`src/rtl/order_reader_if.sv`:
```
// order_reader_if: bundles the receiver-side order/RAM signals and the PS-side word stream
// of order_reader.
//
//   master modport : the order_reader view (drives order_come, rd_add, m_*, status)
//   slave modport  : the environment view (drives user_req, order_full, wr_add, ram_data,
//                    m_ready)
//
// Signals
//   user_req    one-cycle pulse, user asks for one order
//   order_full  receiver cannot take another order
//   wr_add      receiver's current RAM write address
//   ram_data    RAM read data for rd_add
//   m_ready     PS-side consumer accepts m_data
//   order_come  one-cycle pulse issuing an order
//   rd_add      RAM read address
//   m_data      word presented to the PS side
//   m_valid     m_data valid
//   m_last      final word of an order
//   pend_count  user requests not yet issued
//   req_drop    one-cycle pulse, a user_req was discarded
//   ovf_err     sticky, a write arrived while the RAM held only unread words
interface order_reader_if #(
    parameter int unsigned FIFO_DATA = 25
);
    logic                 user_req;
    logic                 order_full;
    logic [6:0]           wr_add;
    logic [FIFO_DATA-1:0] ram_data;
    logic                 m_ready;

    logic                 order_come;
    logic [6:0]           rd_add;
    logic [FIFO_DATA-1:0] m_data;
    logic                 m_valid;
    logic                 m_last;
    logic [2:0]           pend_count;
    logic                 req_drop;
    logic                 ovf_err;

    modport master (
        input  user_req,
        input  order_full,
        input  wr_add,
        input  ram_data,
        input  m_ready,
        output order_come,
        output rd_add,
        output m_data,
        output m_valid,
        output m_last,
        output pend_count,
        output req_drop,
        output ovf_err
    );

    modport slave (
        output user_req,
        output order_full,
        output wr_add,
        output ram_data,
        output m_ready,
        input  order_come,
        input  rd_add,
        input  m_data,
        input  m_valid,
        input  m_last,
        input  pend_count,
        input  req_drop,
        input  ovf_err
    );
endinterface

```
`src/rtl/order_reader.sv`:
```
// order_reader: queues user order requests and issues them to the receiver one at a time,
// and independently streams words the receiver writes into a circular RAM out to the PS
// side through a valid/ready handshake.
//
// Ports
//   clk   single clock, all logic on the rising edge
//   rst   synchronous active-high reset
//   bus   order_reader_if master modport (see the interface file for signal meanings)
//
// Parameters
//   FIFO_DATA   data word width
//   ORDER_IMGS  words per order (m_last marks the final one)
//   RAM_DEPTH   RAM entries, addresses 0..RAM_DEPTH-1
module order_reader #(
    parameter int unsigned FIFO_DATA  = 25,
    parameter int unsigned ORDER_IMGS = 50,
    parameter int unsigned RAM_DEPTH  = 100
) (
    input  logic           clk,
    input  logic           rst,
    order_reader_if.master bus
);

    localparam int unsigned CntW = (ORDER_IMGS > 1) ? $clog2(ORDER_IMGS) : 1;
    localparam logic [CntW-1:0] LastIdx  = CntW'(ORDER_IMGS - 1);
    localparam logic [6:0]      AvailMax = 7'(RAM_DEPTH);
    localparam logic [6:0]      AddrMax  = 7'(RAM_DEPTH - 1);
    localparam logic [2:0]      PendMax  = 3'd7;

    typedef enum logic [1:0] {
        StIdle,
        StFetch,
        StHold
    } state_e;

    state_e               state_q;
    logic [2:0]           pend_q;
    logic                 order_come_q;
    logic                 req_drop_q;
    logic                 ovf_err_q;
    logic [6:0]           wr_add_q;
    logic [6:0]           avail_q;
    logic [6:0]           rd_add_q;
    logic [FIFO_DATA-1:0] m_data_q;
    logic                 m_valid_q;
    logic                 m_last_q;
    logic [CntW-1:0]      word_cnt_q;

    logic issue;
    logic wr_det;
    logic accept;

    // Blocking on order_come_q keeps issues at least two cycles apart.
    assign issue  = (pend_q != 3'd0) && !bus.order_full && !order_come_q;
    assign wr_det = (bus.wr_add != wr_add_q);
    assign accept = m_valid_q && bus.m_ready;

    always_ff @(posedge clk) begin
        if (rst) begin
            state_q      <= StIdle;
            pend_q       <= '0;
            order_come_q <= 1'b0;
            req_drop_q   <= 1'b0;
            ovf_err_q    <= 1'b0;
            wr_add_q     <= '0;
            avail_q      <= '0;
            rd_add_q     <= '0;
            m_data_q     <= '0;
            m_valid_q    <= 1'b0;
            m_last_q     <= 1'b0;
            word_cnt_q   <= '0;
        end else begin
            // Request queue. A request arriving together with an issue leaves the count
            // unchanged; at saturation that pairing also avoids a drop.
            order_come_q <= issue;
            req_drop_q   <= bus.user_req && (pend_q == PendMax) && !issue;
            if (bus.user_req && !issue && (pend_q != PendMax)) begin
                pend_q <= pend_q + 3'd1;
            end else if (!bus.user_req && issue) begin
                pend_q <= pend_q - 3'd1;
            end

            // Any change of the receiver's write address is one new word.
            wr_add_q <= bus.wr_add;
            if (wr_det && !accept) begin
                if (avail_q == AvailMax) begin
                    ovf_err_q <= 1'b1;
                end else begin
                    avail_q <= avail_q + 7'd1;
                end
            end else if (accept && !wr_det) begin
                avail_q <= avail_q - 7'd1;
            end

            if (accept) begin
                rd_add_q   <= (rd_add_q == AddrMax) ? 7'd0 : rd_add_q + 7'd1;
                word_cnt_q <= (word_cnt_q == LastIdx) ? '0 : word_cnt_q + CntW'(1);
            end

            // Read FSM: FETCH gives the RAM a full cycle on a stable rd_add, HOLD presents
            // the captured word until it is accepted.
            case (state_q)
                StIdle: begin
                    if (avail_q != 7'd0) begin
                        state_q <= StFetch;
                    end
                end
                StFetch: begin
                    m_data_q  <= bus.ram_data;
                    m_valid_q <= 1'b1;
                    m_last_q  <= (word_cnt_q == LastIdx);
                    state_q   <= StHold;
                end
                StHold: begin
                    if (accept) begin
                        m_valid_q <= 1'b0;
                        m_last_q  <= 1'b0;
                        // avail_q still counts the word being accepted here.
                        state_q   <= (avail_q > 7'd1) ? StFetch : StIdle;
                    end
                end
                default: begin
                    state_q <= StIdle;
                end
            endcase
        end
    end

    assign bus.order_come = order_come_q;
    assign bus.rd_add     = rd_add_q;
    assign bus.m_data     = m_data_q;
    assign bus.m_valid    = m_valid_q;
    assign bus.m_last     = m_last_q;
    assign bus.pend_count = pend_q;
    assign bus.req_drop   = req_drop_q;
    assign bus.ovf_err    = ovf_err_q;

endmodule

```
`src/flat_wrapper.sv`:
```
// flat-port wrapper written by rule: the top's interface ports become plain ports
module order_reader_flat 
#(
    parameter int unsigned FIFO_DATA  = 25,
    parameter int unsigned ORDER_IMGS = 50,
    parameter int unsigned RAM_DEPTH  = 100
)
  (clk, rst, bus_user_req, bus_order_full, bus_wr_add, bus_ram_data, bus_m_ready, bus_order_come, bus_rd_add, bus_m_data, bus_m_valid, bus_m_last, bus_pend_count, bus_req_drop, bus_ovf_err);
  order_reader_if #(.FIFO_DATA(FIFO_DATA)) bus_i ();
  input  logic clk;
  input  logic rst;
  input wire logic [$bits(bus_i.user_req)-1:0] bus_user_req;
  input wire logic [$bits(bus_i.order_full)-1:0] bus_order_full;
  input wire logic [$bits(bus_i.wr_add)-1:0] bus_wr_add;
  input wire logic [$bits(bus_i.ram_data)-1:0] bus_ram_data;
  input wire logic [$bits(bus_i.m_ready)-1:0] bus_m_ready;
  output wire logic [$bits(bus_i.order_come)-1:0] bus_order_come;
  output wire logic [$bits(bus_i.rd_add)-1:0] bus_rd_add;
  output wire logic [$bits(bus_i.m_data)-1:0] bus_m_data;
  output wire logic [$bits(bus_i.m_valid)-1:0] bus_m_valid;
  output wire logic [$bits(bus_i.m_last)-1:0] bus_m_last;
  output wire logic [$bits(bus_i.pend_count)-1:0] bus_pend_count;
  output wire logic [$bits(bus_i.req_drop)-1:0] bus_req_drop;
  output wire logic [$bits(bus_i.ovf_err)-1:0] bus_ovf_err;
  assign bus_i.user_req = bus_user_req;
  assign bus_i.order_full = bus_order_full;
  assign bus_i.wr_add = bus_wr_add;
  assign bus_i.ram_data = bus_ram_data;
  assign bus_i.m_ready = bus_m_ready;
  assign bus_order_come = bus_i.order_come;
  assign bus_rd_add = bus_i.rd_add;
  assign bus_m_data = bus_i.m_data;
  assign bus_m_valid = bus_i.m_valid;
  assign bus_m_last = bus_i.m_last;
  assign bus_pend_count = bus_i.pend_count;
  assign bus_req_drop = bus_i.req_drop;
  assign bus_ovf_err = bus_i.ovf_err;
  order_reader #(.FIFO_DATA(FIFO_DATA), .ORDER_IMGS(ORDER_IMGS), .RAM_DEPTH(RAM_DEPTH)) u_core (.clk(clk), .rst(rst), .bus(bus_i));
endmodule
```
`config.mk`:
```
export PLATFORM = sky130hd
export DESIGN_NAME = order_reader_flat
export DESIGN_NICKNAME = d
export VERILOG_FILES = /design/src/rtl/order_reader_if.sv /design/src/rtl/order_reader.sv /design/src/flat_wrapper.sv
export SDC_FILE = /design/constraint.sdc
export NUM_CORES = 1
export LEC_CHECK = 0
export CAP_MARGIN = 30
export CORE_ASPECT_RATIO = 1.25
export CORE_MARGIN = 2
export CORE_UTILIZATION = 49
export CTS_BUF_LIST = sky130_fd_sc_hd__clkbuf_8
export DETAILED_ROUTE_END_ITERATION = 10
export GPL_ROUTABILITY_DRIVEN = 1
export MAX_ROUTING_LAYER = met4
export PLACE_DENSITY_LB_ADDON = 0.1
export SETUP_SLACK_MARGIN = 0.4
export SLEW_MARGIN = 20
export SYNTH_ARGS = -nofsm -noshare
export SYNTH_HDL_FRONTEND = slang
export SYNTH_SLANG_ARGS = --single-unit
```
`constraint.sdc`:
```
create_clock -name clk -period 2.2 [get_ports clk]
set_clock_uncertainty 0.05 [all_clocks]
set_input_delay 0.44 -clock clk [delete_from_list [all_inputs] [get_ports clk]]
set_output_delay 0.44 -clock clk [all_outputs]
set_load 0.005 [all_outputs]
```
==> results.tsv, run 1 <==
stage	metric	value	unit
global_routing	largest net degree at the start of global routing	29	
global_routing	first-pass GRT wire length	10600	µm
clocking	CTS sink cnt	62	
yosys	Synth Area in Compound Gates	9.24	%
yosys	Yosys top cell by area	dfxtp_1	
sta	FMAX	562	MHz
finish	fill count	405	
floorplanning	initial core utilization	50.2	%
finish	most common cell after layout, fill and taps aside	clkdlybuf4s50_1	
yosys	Synth Flop Type	dfxtp_1	
placed_design	placer congestion estimate	0.773	
global_routing	vias in the first global route	2383	
clocking	Worst-path clk slew	0.08	ns
critical_path	R2R cell count	6	
yosys	Mean Syn Cell Area	8.64	µm²
outcome	status	completed	
finish	Final Net Count	454	
min_path	Worst Hold Depth	2	
clocking	CTS H-Tree Depth	3	
sta	Slew Limit Headroom	70.2	%
power	Max VDD drop	0.800	mV
yosys	area share of the largest cell type after synthesis	46.1	%
min_path	hold path endpoint	u_core.wr_add_q[6]	
yosys	Post-Synth XOR/XNOR Area	6.50	%
floorplanning	Die Wd	70.3	µm
yosys	Distinct cells, synth	43	
floorplanning	io pins	77	
min_path	hold crit path type	in -> reg	
critical_path	Critical Path RT	2.38	ns
clocking	worst-skew pair later-pin latency	0.34	ns
yosys	Post-Syn Instances	312	
sta	Final Hold Vio Count	0	
run	maxcap violations	0	
critical_path	RR Endpoint	u_core.avail_q[2]	
finish	Finished Cell Area	3970	µm²
min_path	hold_sp	bus_wr_add[6]	
critical_path	Critical Path AT	1.96	ns
routing	Final ANT Viol Nets	0	
critical_path	CP endpoint kind	flip-flop	
placed_design	IO buf count	76	
yosys	Synth area leaders	dfxtp_1 46%, nand2_1 9.3%, a21oi_1 5.4%	
placed_design	DP HPWL	4150	µm
critical_path	CP Launch Type	flip-flop	
sta	Worst Tran Pin Value	0.446	ns
yosys	synth warn	0	
yosys	mapped cell area	2700	µm²
clocking	Clock Tree Root	clkbuf_8	
routing	drt pass-1 iters	4	
global_routing	initial antenna violation count	0	
global_routing	GRT Total Usage	22.6	%
yosys	largest family of logic cells by synthesized area	simple AND/OR/NAND/NOR gates	
routing	post-route DRC violation count	0	
floorplanning	die footprint	6110	µm²
clocking	Num CTS Buffers	9	
yosys	Post-Synth Adder-Cell Area	3.99	%
critical_path	flop2flop setup slack	0.42	ns
yosys	Async SR Flop Fraction	0	%
routing	via count	2429	
finish	commonest non-fill, non-tap cells in the layout	69 x clkdlybuf4s50_1, 67 x nand2_1, 55 x dfxtp_1, 29 x a21oi_1, 28 x nor2_1	
sta	Final Setup Violations	0	
clocking	CTS tree	built	
finish	# diodes	0	
routing	Total Wirelength	6460	µm
sta	worst hold margin	0.302	ns
critical_path	WS Path Type	reg -> reg	
sta	RSZ-0062 raised after global routing	yes	
power	Static Leak	1.54	nW
yosys	register area share after synthesis	46.1	%
routing	Starting DRT DRC Count	99	
sta	setup TNS	0	ns
placed_design	post-place instance area	3590	µm²
routing	Via density	5.08	
power	cell area power density	1050	nW/µm²
finish	Area growth syn-to-layout	47.4	%
floorplanning	chip height	86.9	µm
clocking	CTS Buffer Depth	2	
global_routing	grt ovf	0	
yosys	multiplexer share of the synthesized area	5.52	%
sta	min Tclk post-route	1.78	ns
sta	Final Max Tran Viols	0	
power	Power Total	0.00418	W
yosys	#FFs+latches synth	62	
floorplanning	Core ar.	5370	µm²
critical_path	crit path max fanout	4	
finish	fraction of final layout cells sized beyond drive strength 1	16.4	%
sta	crit share post-route	80.8	%
yosys	Post-synth EDFFs	0	
yosys	Synth Area in Simple Gates	24.6	%
yosys	syn nets	357	
routing	drt wl/cell	13.5	µm
floorplanning	Rows	30	
critical_path	Worst R2R Start	u_core.wr_add_q[3]	
[area by class of cell]
cell class	instances	area, µm²	area share [%]
multi-input combinational	227	1420	35.8
clock buffer	12	165	4.16
timing repair buffer	104	965	24.3
inverter	5	18.8	0.472
clock inverter	4	68.8	1.73
tap	64	80.1	2.02
sequential	62	1250	31.5
[through the flow]
step / util (%) / worst slack, ns / instances
2_1_floorplan: - / 0.403 / 312
3_3_place_gp: 66.9 / -0.0666 / 451
3_5_place_dp: 66.9 / -0.151 / 451
4_1_cts: 73.1 / 0.369 / 475
5_1_grt: 74.0 / 0.304 / 478
6_report: 74.0 / 0.422 / 478
[per-layer routing]
| layer | global-route usage [%] | wire [µm] | vias to the layer above |
|---|---|---|---|
| li1 | - | - | 1233 |
| met1 | 27.1 | 2810 | 1120 |
| met2 | 35.8 | 3150 | 64 |
| met3 | 6.94 | 347 | 12 |
| met4 | 8.74 | 147 | 0 |
| met5 | - | 0 | - |
[what timing repair did]
item	4_1_cts	5_1_grt
endpoints found under the setup margin	10	17
setup buffers	7	3
hold buffers	0	0
gates cloned	1	0
gates resized for setup	18	13
pin swaps	8	7
[critical path, cell delays in order (launching register included)]
cell     delay, ns
dfxtp_1       0.32
xor2_1        0.15
nor4_2        0.26
nand4_1       0.19
buf_4         0.20
mux2i_2       0.17
mux2_1        0.33
[power by group]
part	internal, W	switching, W
Clock	0.000725	0.000436
Combinational	0.000804	0.000673
Sequential	0.00136	0.000190
[registers in the layout (all words and copies together), names as in the netlist]
| name | count |
|---|---|
| u_core.bus.order_come | 1 |
| u_core.bus.req_drop | 1 |
| u_core.bus.pend_count | 3 |
| u_core.bus.m_data | 25 |
| u_core.word_cnt_q | 6 |
| u_core.state_q | 2 |
| u_core.bus.m_valid | 1 |
| u_core.bus.rd_add | 7 |
| u_core.bus.m_last | 1 |
| u_core.bus.ovf_err | 1 |
| u_core.avail_q | 7 |
| u_core.wr_add_q | 7 |
[cell families after synthesis]
logic type	after synthesis
AND/OR/NAND/NOR	143
AO/OA/AOI/OAI	42
multiplexers	14
adder cells (fa/ha/maj)	8
flip-flops	62
buffers and inverters	23
XOR/XNOR	20
[cell usage after synthesis, types with 2 or more instances]
| cell | number |
|---|---|
| nand4_1 | 4 |
| nand2_1 | 67 |
| xor2_1 | 13 |
| inv_1 | 5 |
| dfxtp_1 | 62 |
| or2_1 | 2 |
| a31oi_1 | 2 |
| nor2b_1 | 14 |
| a21oi_1 | 29 |
| nand3_1 | 6 |
| nor2_1 | 28 |
| nor4_1 | 3 |
| xnor2_1 | 7 |
| buf_6 | 2 |
| and4_1 | 2 |
| a2111oi_0 | 2 |
| ha_1 | 7 |
| buf_2 | 5 |
| nor4b_1 | 2 |
| mux2i_1 | 7 |
| nor3b_1 | 2 |
| nor3_1 | 6 |
| clkbuf_1 | 9 |
| mux2_1 | 7 |
[how the worst max path moves through the flow]
stage	from	endpoint	slack (ns)	cells after the start
floorplan	u_core.bus.pend_count[2]	u_core.bus.pend_count[2]	0.40	7
finish	u_core.wr_add_q[3]	u_core.avail_q[2]	0.42	6
detailed placement	bus_wr_add[6]	u_core.avail_q[5]	-0.15	7
CTS	u_core.wr_add_q[0]	u_core.avail_q[5]	0.37	6
global route	u_core.wr_add_q[6]	u_core.avail_q[5]	0.30	6
global placement	bus_wr_add[6]	u_core.avail_q[5]	-0.07	7
Note: power is estimated with default switching activity, not from simulation.
==> run 2: changes to the inputs <==
==> constraint.sdc (replaced) <==
create_clock -name clk -period 1.7 [get_ports clk]
set_clock_uncertainty 0.05 [all_clocks]
set_input_delay 0.34 -clock clk [delete_from_list [all_inputs] [get_ports clk]]
set_output_delay 0.34 -clock clk [all_outputs]
set_load 0.005 [all_outputs]
==> results.tsv, run 2 (synthesized netlist as in run 1, its figures left out) <==
stage	metric	value	unit	change
outcome	status	finished, violations left		
outcome	failing checks	negative setup slack		
floorplanning	Die Wd	70.3	µm	unchanged
finish	commonest non-fill, non-tap cells in the layout	66 x nand2_1, 32 x buf_4, 31 x dfxtp_1, 29 x clkdlybuf4s50_1, 28 x a21oi_1		
sta	final worst slack	-0.162	ns	-0.584 ns
power	Static Leak	1.74	nW	+13%
global_routing	first-pass GRT wire length	10700	µm	+0.52%
floorplanning	initial core utilization	50.2	%	unchanged
sta	Worst Tran Pin Value	0.405	ns	-0.0411 ns
critical_path	CP Launch Type	flip-flop		
clocking	CTS sink cnt	62		unchanged
power	Int Power	0.00376	W	+30%
sta	min Tclk post-route	1.86	ns	+0.0845 ns
finish	fin cells	498		+4.2%
routing	Total Wirelength	6570	µm	+1.7%
routing	via count	2526		+4.0%
power	Gate power share	39.6	%	+4.3 points
sta	FMAX	537	MHz	-4.5%
floorplanning	Core ar.	5370	µm²	unchanged
finish	Sequential Area	1290	µm²	+3.4%
min_path	hold_sp	bus_wr_add[3]		
placed_design	DP HPWL	4320	µm	+4.2%
power	P_sw	0.00180	W	+39%
power	sw frac	32.4	%	+1.4 points
clocking	CTS tree	built		
global_routing	GRT Total Usage	22.6	%	about the same
sta	Final Hold Vio Count	0		unchanged
routing	post-route DRC violation count	0		unchanged
sta	Slew Limit Headroom	73.0	%	+2.8 points
critical_path	RR Endpoint	u_core.avail_q[6]		
placed_design	IO buf count	76		unchanged
power	Max VDD drop	0.887	mV	+11%
finish	Multi-input gate area	1490	µm²	+4.4%
global_routing	initial antenna violation count	0		unchanged
finish	Area growth syn-to-layout	56.8	%	
routing	Final ANT Viol Nets	0		unchanged
floorplanning	chip height	86.9	µm	unchanged
floorplanning	Rows	30		unchanged
finish	fraction of final layout cells sized beyond drive strength 1	31.3	%	+15 points
clocking	CTS H-Tree Depth	3		unchanged
critical_path	Critical Path AT	2.04	ns	+0.08 ns
sta	crit share post-route	110	%	+29 points
power	clock network power share	23.5	%	-4.3 points
power	Reg power frac	36.9	%	about the same
clocking	Clock Tree Root	clkbuf_8		
sta	Final Max Tran Viols	0		unchanged
finish	fill count	373		-7.9%
sta	worst hold margin	0.341	ns	+0.0382 ns
clocking	Num CTS Buffers	9		unchanged
finish	Final Net Count	474		+4.4%
routing	Via density	5.07		-0.18%
finish	# diodes	0		unchanged
floorplanning	die footprint	6110	µm²	unchanged
finish	max FFs per register	25		unchanged
clocking	CTS Buffer Depth	2		unchanged
power	cell area power density	1320	nW/µm²	+25%
sta	RSZ-0062 raised after global routing	yes		
placed_design	placed insts	461		+2.2%
sta	Final Setup Violations	8		+8
floorplanning	io pins	77		unchanged
critical_path	flop2flop setup slack	-0.16	ns	-0.58 ns
clocking	Worst-path clk slew	0.07	ns	about the same
global_routing	vias in the first global route	2471		+3.7%
min_path	Worst Hold Depth	2		unchanged
critical_path	Worst R2R Start	u_core.wr_add_q[4]		
routing	drt wl/cell	13.2	µm	-2.4%
critical_path	Critical Path RT	1.87	ns	-0.51 ns
min_path	hold crit path type	in -> reg		
global_routing	grt ovf	0		unchanged
clocking	worst-skew pair later-pin latency	0.33	ns	about the same
critical_path	R2R cell count	6		unchanged
global_routing	largest net degree at the start of global routing	30		+3.4%
finish	most common cell after layout, fill and taps aside	nand2_1		
critical_path	WS Path Type	reg -> reg		
finish	final core area utilization	78.7	%	+4.7 points
run	maxcap violations	0		unchanged
critical_path	CP endpoint kind	flip-flop		
placed_design	placer congestion estimate	0.804		+4.0%
min_path	hold path endpoint	u_core.wr_add_q[3]		
critical_path	crit path max fanout	5		+1
clocking	Post-CTS Hold Fix Bufs	0		unchanged
routing	Starting DRT DRC Count	122		+23%
routing	drt pass-1 iters	4		unchanged
==> run 2: cell types whose count changed in the layout (fill, tap and decap cells not counted), moves of 4 or more <==
cell	change
clkdlybuf4s50_1	-40
buf_4	+6
dfxtp_2	+19
clkdlybuf4s15_2	+4
dfxtp_1	-24
dlygate4sd2_1	+5
clkbuf_2	+6
buf_6	+17
dfxtp_4	+5
clkdlybuf4s15_1	+20
==> run 2: layout make-up <==
cell class,count,area share [%]
inverters,5,0.562
well taps,64,1.89
repair buffers,124,27.0
clock buffers,11,3.58
multi-input cells,227,35.2
flip-flops and latches,62,30.6
clock inverters,5,1.18
==> run 2: routing by layer <==
metal / up-vias / track usage, % / wire length (µm)
li1: 1275 / - / -
met1: 1171 / 27.6 / 2790
met2: 70 / 36.8 / 3340
met3: 10 / 3.94 / 326
met4: 0 / 10.1 / 109
met5: - / - / 0
==> run 2: critical path, stage by stage, from the launching register on <==
cell     delay (ns)
dfxtp_2        0.33
xor2_2         0.14
nor4_2         0.30
nand4_1        0.20
buf_6          0.19
mux2i_2        0.23
mux2_4         0.32
==> run 2: worst max path at each step <==
stage	slack, ns	to	start	cells after the start
final	-0.16	u_core.avail_q[6]	u_core.wr_add_q[4]	6
after global routing	-0.24	u_core.avail_q[6]	u_core.wr_add_q[3]	6
after CTS	-0.15	u_core.avail_q[3]	u_core.wr_add_q[3]	6
after detailed placement	-0.54	u_core.avail_q[4]	bus_wr_add[6]	7
after global placement	-0.49	u_core.avail_q[0]	bus_wr_add[6]	7
after floorplan	-0.05	u_core.avail_q[3]	u_core.avail_q[0]	7
==> run 2: timing repair <==
item,CTS,global route
cloned,1,0
pin swaps,19,6
setup endpoints to repair,65,65
resized for setup,141,30
setup buffers,18,2
==> run 2: power by group through the flow <==
stage,Sequential (W),Combinational [W],Clock (W)
after global placement,0.00204,0.00191,0
after global routing,0.00209,0.00242,0.00139
after floorplan,0.00205,0.00103,0
after CTS,0.00203,0.00215,0.00133
after detailed placement,0.00205,0.00196,0
final,0.00205,0.00220,0.00131
==> run 2: per-stage QoR <==
| stage | setup slack (ns) | cell area, µm² | total power [W] | setup TNS [ns] |
|---|---|---|---|---|
| floorplan | -0.0486 | 2790 | 0.00308 | -0.0896 |
| global placement | -0.491 | 3730 | 0.00395 | -5.22 |
| detailed placement | -0.536 | 3730 | 0.00401 | -5.90 |
| CTS | -0.148 | 4190 | 0.00551 | -0.996 |
| global route | -0.239 | 4230 | 0.00590 | -1.43 |
| finish | -0.162 | 4230 | 0.00556 | -0.790 |
